`src/rtl/dual_issue_scheduler.sv`:
```
// dual_issue_scheduler
//   In-order two-lane issue stage for RV32I. It looks at the two oldest
//   buffered instructions, blocks lane0 on a busy source register (freeze1)
//   or on a busy data memory port (freeze2), and pairs instruction1 into
//   lane1 only when the two are independent. Busy state lives in a per-register
//   2-bit countdown scoreboard, armed by issued loads.
//
// Ports
//   clk, n_rst              clock (rising edge), asynchronous active-low reset
//   nothing_filled          fetch buffer empty
//   instruction0/1          oldest / next buffered instruction (0 = empty slot)
//   mem_busy                data memory port cannot take a request this cycle
//   freeze1                 lane0 held on scoreboard hazard
//   freeze2                 lane0 held on mem_busy
//   dependency_on_ins2      only instruction0 issues, buffer slides by one
//   issue0_valid/_instr     registered lane0 issue
//   issue1_valid/_instr     registered lane1 issue
//   issued_count            running count of issued instructions
//   stall_count             running count of freeze1|freeze2 cycles
module dual_issue_scheduler #(
  parameter int LOAD_LATENCY = 2
) (
  input  logic        clk,
  input  logic        n_rst,
  input  logic        nothing_filled,
  input  logic [31:0] instruction0,
  input  logic [31:0] instruction1,
  input  logic        mem_busy,
  output logic        freeze1,
  output logic        freeze2,
  output logic        dependency_on_ins2,
  output logic        issue0_valid,
  output logic [31:0] issue0_instr,
  output logic        issue1_valid,
  output logic [31:0] issue1_instr,
  output logic [31:0] issued_count,
  output logic [31:0] stall_count
);

  localparam logic [1:0] LAT = 2'(LOAD_LATENCY);

  localparam logic [6:0] OP_LUI    = 7'b0110111;
  localparam logic [6:0] OP_AUIPC  = 7'b0010111;
  localparam logic [6:0] OP_JAL    = 7'b1101111;
  localparam logic [6:0] OP_JALR   = 7'b1100111;
  localparam logic [6:0] OP_REG    = 7'b0110011;
  localparam logic [6:0] OP_STORE  = 7'b0100011;
  localparam logic [6:0] OP_BRANCH = 7'b1100011;
  localparam logic [6:0] OP_LOAD   = 7'b0000011;

  function automatic logic uses_rs1(input logic [6:0] op);
    return !(op == OP_LUI || op == OP_AUIPC || op == OP_JAL);
  endfunction

  function automatic logic uses_rs2(input logic [6:0] op);
    return (op == OP_REG || op == OP_STORE || op == OP_BRANCH);
  endfunction

  function automatic logic writes_rd(input logic [6:0] op);
    return !(op == OP_STORE || op == OP_BRANCH);
  endfunction

  function automatic logic is_mem(input logic [6:0] op);
    return (op == OP_LOAD || op == OP_STORE);
  endfunction

  function automatic logic is_ctrl(input logic [6:0] op);
    return (op == OP_BRANCH || op == OP_JAL || op == OP_JALR);
  endfunction

  logic [1:0]  sb [31:1];
  logic [31:0] busy;

  logic [6:0] op0, op1;
  logic [4:0] rd0, rs1_0, rs2_0, rd1, rs1_1, rs2_1;
  logic       src1_0, src2_0, dst0, src1_1, src2_1, dst1;
  logic       lane0_full, issue0, issue1, raw, waw, busy1;

  always_comb begin
    busy = '0;
    for (int r = 1; r < 32; r++) busy[r] = (sb[r] != 2'd0);
  end

  assign op0   = instruction0[6:0];
  assign rd0   = instruction0[11:7];
  assign rs1_0 = instruction0[19:15];
  assign rs2_0 = instruction0[24:20];
  assign op1   = instruction1[6:0];
  assign rd1   = instruction1[11:7];
  assign rs1_1 = instruction1[19:15];
  assign rs2_1 = instruction1[24:20];

  // Effective register references; x0 never takes part in a hazard.
  assign src1_0 = uses_rs1(op0) && (rs1_0 != 5'd0);
  assign src2_0 = uses_rs2(op0) && (rs2_0 != 5'd0);
  assign dst0   = writes_rd(op0) && (rd0 != 5'd0);
  assign src1_1 = uses_rs1(op1) && (rs1_1 != 5'd0);
  assign src2_1 = uses_rs2(op1) && (rs2_1 != 5'd0);
  assign dst1   = writes_rd(op1) && (rd1 != 5'd0);

  assign raw   = dst0 && ((src1_1 && rs1_1 == rd0) || (src2_1 && rs2_1 == rd0));
  assign waw   = dst0 && dst1 && (rd0 == rd1);
  assign busy1 = (src1_1 && busy[rs1_1]) || (src2_1 && busy[rs2_1]);

  assign lane0_full = !nothing_filled && (instruction0 != 32'd0);
  assign freeze1    = lane0_full && ((src1_0 && busy[rs1_0]) || (src2_0 && busy[rs2_0]));
  assign freeze2    = lane0_full && !freeze1 && is_mem(op0) && mem_busy;
  assign issue0     = lane0_full && !freeze1 && !freeze2;

  assign dependency_on_ins2 = issue0 && ((instruction1 == 32'd0) || raw || waw ||
                              (is_mem(op0) && is_mem(op1)) || is_ctrl(op0) || busy1 ||
                              (is_mem(op1) && mem_busy));
  assign issue1 = issue0 && !dependency_on_ins2;

  // Decision cycle -> scoreboard update (load arms, others count down)
  always_ff @(posedge clk or negedge n_rst) begin
    if (!n_rst) begin
      for (int r = 1; r < 32; r++) sb[r] <= 2'd0;
    end else begin
      for (int r = 1; r < 32; r++) begin
        if ((issue0 && op0 == OP_LOAD && rd0 == r[4:0]) ||
            (issue1 && op1 == OP_LOAD && rd1 == r[4:0]))
          sb[r] <= LAT;
        else if (sb[r] != 2'd0)
          sb[r] <= sb[r] - 2'd1;
      end
    end
  end

  // Decision cycle -> registered issue outputs and statistics (_p1)
  logic        issue0_vld_p1, issue1_vld_p1;
  logic [31:0] issue0_instr_p1, issue1_instr_p1;
  logic [31:0] issued_cnt_p1, stall_cnt_p1;

  always_ff @(posedge clk or negedge n_rst) begin
    if (!n_rst) begin
      issue0_vld_p1   <= 1'b0;
      issue1_vld_p1   <= 1'b0;
      issue0_instr_p1 <= '0;
      issue1_instr_p1 <= '0;
      issued_cnt_p1   <= '0;
      stall_cnt_p1    <= '0;
    end else begin
      issue0_vld_p1   <= issue0;
      issue1_vld_p1   <= issue1;
      issue0_instr_p1 <= issue0 ? instruction0 : 32'd0;
      issue1_instr_p1 <= issue1 ? instruction1 : 32'd0;
      issued_cnt_p1   <= issued_cnt_p1 + {31'd0, issue0} + {31'd0, issue1};
      stall_cnt_p1    <= stall_cnt_p1 + {31'd0, (freeze1 | freeze2)};
    end
  end

  assign issue0_valid = issue0_vld_p1;
  assign issue1_valid = issue1_vld_p1;
  assign issue0_instr = issue0_instr_p1;
  assign issue1_instr = issue1_instr_p1;
  assign issued_count = issued_cnt_p1;
  assign stall_count  = stall_cnt_p1;

endmodule

```
`config.mk`:
```
export PLATFORM = sky130hd
export DESIGN_NAME = dual_issue_scheduler
export DESIGN_NICKNAME = d
export VERILOG_FILES = /design/src/rtl/dual_issue_scheduler.sv
export SDC_FILE = /design/constraint.sdc
export NUM_CORES = 1
export LEC_CHECK = 0
export CAP_MARGIN = 5
export CORE_MARGIN = 4
export CORE_UTILIZATION = 53
export DETAILED_ROUTE_END_ITERATION = 16
export HOLD_SLACK_MARGIN = 0.06
export PLACE_DENSITY = 0.81
export SLEW_MARGIN = 20
export SYNTH_ARGS = -nofsm -noshare
export SYNTH_HDL_FRONTEND = slang
export SYNTH_SLANG_ARGS = --single-unit
```
`constraint.sdc`:
```
create_clock -name clk -period 5.1 [get_ports clk]
set_clock_uncertainty 0.05 [all_clocks]
set_input_delay 1.275 -clock clk [delete_from_list [all_inputs] [get_ports clk]]
set_output_delay 1.275 -clock clk [all_outputs]
set_load 0.02 [all_outputs]
```
==> results.yml <==
place:
  gp_congestion: 0.953
  place_inst: 1514
  hpwl_um: 23000
  port_buffers: 200
  place_area_sq_mm: 0.0133
cells_and_area:
  stdcell_count: 1548
  area_growth_pct: 33.9
  nets: 1376
  drive_above_1_share_pct: 13.8
  final_cell_area_sq_mm: 0.0139
floorplanning:
  die_h_um: 148
  ioPinCount: 201
  dieArea_sq_mm: 0.0219
  die_w_um: 148
  initial_utilization_pct: 54.8
  core_area_sq_mm: 0.0190
  rows: 50
setup_path:
  crit_required_ns: 3.77
  cp-start-kind: "input port"
  reg2reg_slack_ns: 0.82
  crit_type: "input port to primary output"
  cpMaxStageDelayCell: "mux4_1"
  cp-end-kind: "primary output"
  crit_chain: "clkdlybuf4s50_1 > buf_4 > mux4_1 > and3b_1 > o41ai_2 > o311a_2 > nor4_1 > dlygate4sd2_1"
  critical_path.max_stage_delay_ns: 0.56
  cp_max_fo: 7
  crit_arrival_ns: 3.71
synth:
  ys_types: 58
  synth_area_per_cell_sq_um: 10.4
  ys_seq_elements: 192
  synth_area_sq_mm: 0.0104
  syn_nets: 1106
  synthArstFlopShare_pct: 100
  synth_enable_flop_cells: 0
  yosysWarnings: 0
  ys_seq_area_share_pct: 46.3
  synth_cells: 1003
  synthFlopType: "dfrtp_1"
route:
  drt_iter0_markers: 788
  wirelength_um: 31500
  vias_per_cell: 5.88
  wl_per_cell_um: 20.4
  antenna_left: 0
  drc: 0
  vias: 9097
  drtPass1Iterations: 5
sta:
  whs_ns: 0.443
  rsz0062_at_grt: "yes"
  hold_viol_final: 0
  period_share_pct: 98.7
  drv_slew: 0
  finalSetupViolations: 0
  worst_pin_slew_ns: 1.05
  period_minus_slack_ns: 5.03
  max_slew_margin_pct: 30.0
  max_freq_mhz: 199
cts:
  clock_latency_ns: 0.44
  cts-root-buf: "clkbuf_16"
  cts_made_buffers: 17
  cts_tree: "done"
  h-tree-depth: 4
  clock-sinks: 192
  cts_hold_buf: 0
  path_clk_slew_ns: 0.08
  cts_buffer_depth: 2
  cts_setup_buffers: 0
power:
  ir_drop_mv: 0.315
  power_density_mw_per_mm2: 456
  p_leak_nw: 6.46
global_route:
  grt_overflow: 0
  antenna_found_initial: 3
  grt_pass1_wl_um: 50000
  grt_start_max_net_pins: 118
  grt.total_usage_pct: 29.0
  grt_pass1_vias: 9104
flow_run:
  max-cap-violations: 0
hold_path:
  hold_path.class: "flip-flop to flip-flop"
run_status:
  status: "finished clean"
[registers in the layout, summed over array words and instances, names as in the netlist]
| register | count |
|---|---|
| issue0_instr | 32 |
| issue0_valid | 1 |
| issue1_instr | 32 |
| issue1_valid | 1 |
| issued_count | 32 |
| sb | 62 |
| stall_count | 32 |
[cell families after synthesis]
logic type / Yosys count / share of synthesized area (%)
AO/OA/AOI/OAI: 66 / 4.30
AND/OR/NAND/NOR: 441 / 24.1
flip-flops: 192 / 46.3
multiplexers: 40 / 7.05
XOR/XNOR: 105 / 8.86
buffers and inverters: 124 / 5.11
adder cells (fa/ha/maj): 35 / 4.29
[timing repair]
action | in CTS | in global routing
gates resized for setup | 7 | 9
pin swaps | 1 | 2
endpoints found under the setup margin | 3 | 15
endpoints found under the hold margin | 0 | 0
[power by group]
| part | switching [mW] | leakage (nW) | internal [mW] |
|---|---|---|---|
| combinational | 1.49 | 3.65 | 1.30 |
| sequential | 0.229 | 2.50 | 1.91 |
| clock | 0.655 | 0.304 | 0.754 |
| total | 2.37 | 6.46 | 3.96 |
[path summary, 6_finish.rpt]
check / to / start / depth (start not counted)
max in group asynchronous: issue0_instr[21] / n_rst / 2
max: freeze2 / instruction0[20] / 8
min: issued_count[27] / issued_count[27] / 1
min in group asynchronous: issue1_instr[16] / n_rst / 1
max reg2reg: issued_count[28] / sb[4] / 18
min reg2reg: issued_count[27] / issued_count[27] / 1
[cell type report]
cell class | instances | area (sq um)
multi-input combinational | 687 | 5080
fill | 1283 | 5050
sequential | 192 | 4800
timing repair buffer | 301 | 2780
clock buffer | 18 | 429
tap | 260 | 325
inverter | 74 | 278
clock inverter | 14 | 193
antenna | 2 | 5.00
[placed cells by master (no fill, tap or decap), drive strengths merged, types with 39 or more instances in the layout]
master         Yosys  layout
nand3             63      63
and3              77      77
nor2              67      67
nand4             64      64
buf               28     103
inv               74      81
and2              39      39
xnor2             72      72
dfrtp            192     192
clkdlybuf4s50      0     194
[cell usage after synthesis, types with 8 or more instances]
master | n | area share, %
dfrtp_1 | 192 | 46
nor4_1 | 12 | 0.72
clkbuf_1 | 20 | 0.72
xor2_1 | 33 | 2.8
xnor2_1 | 72 | 6.1
and4_1 | 12 | 1.0
ha_1 | 34 | 4.1
mux2i_1 | 12 | 1.2
inv_1 | 74 | 2.7
nor2_1 | 67 | 2.4
and2_1 | 39 | 2.3
buf_2 | 17 | 0.82
nor2b_1 | 14 | 0.84
mux4_2 | 25 | 5.4
nand4_1 | 64 | 3.9
and3_1 | 77 | 4.6
nor3b_1 | 8 | 0.58
nand3_1 | 63 | 3.0
a21oi_1 | 31 | 1.5
nand2_1 | 38 | 1.4
nor3_1 | 12 | 0.58
[routing by layer]
| layer | part of all wire, % | wire length, um | global-route usage [%] | vias to the layer above |
|---|---|---|---|---|
| met2 | 49 | 15500 | 48.9 | 514 |
| met3 | 9.4 | 2980 | 6.10 | 90 |
| met5 | 0.041 | 13 | 0 | - |
| met4 | 3.0 | 937 | 10.3 | 2 |
| met1 | 38 | 12100 | 37.4 | 4394 |
| li1 | - | - | - | 4097 |
[per-stage QoR]
| step | total power, mW | utilization, % | setup slack (ns) | setup TNS [ns] |
|---|---|---|---|---|
| floorplan | 3.97 | - | 0.0188 | 0 |
| finish | 6.34 | 73.3 | 0.0663 | 0 |
| detailed placement | 4.88 | 69.9 | -0.315 | -2.97 |
| global placement | 4.72 | 69.9 | -0.267 | -1.40 |
| CTS | 6.30 | 73.2 | 0.0125 | 0 |
| global route | 6.71 | 73.3 | 0.00719 | 0 |
[critical path: cells and delay by family]
kind / cells / cell delay, ns
and+or+nand+nor: 2 / 0.27
muxes: 1 / 0.56
buffers and inverters: 3 / 0.95
AOI/OAI and AO/OA: 2 / 0.63
(Power assumes the default switching activity.)
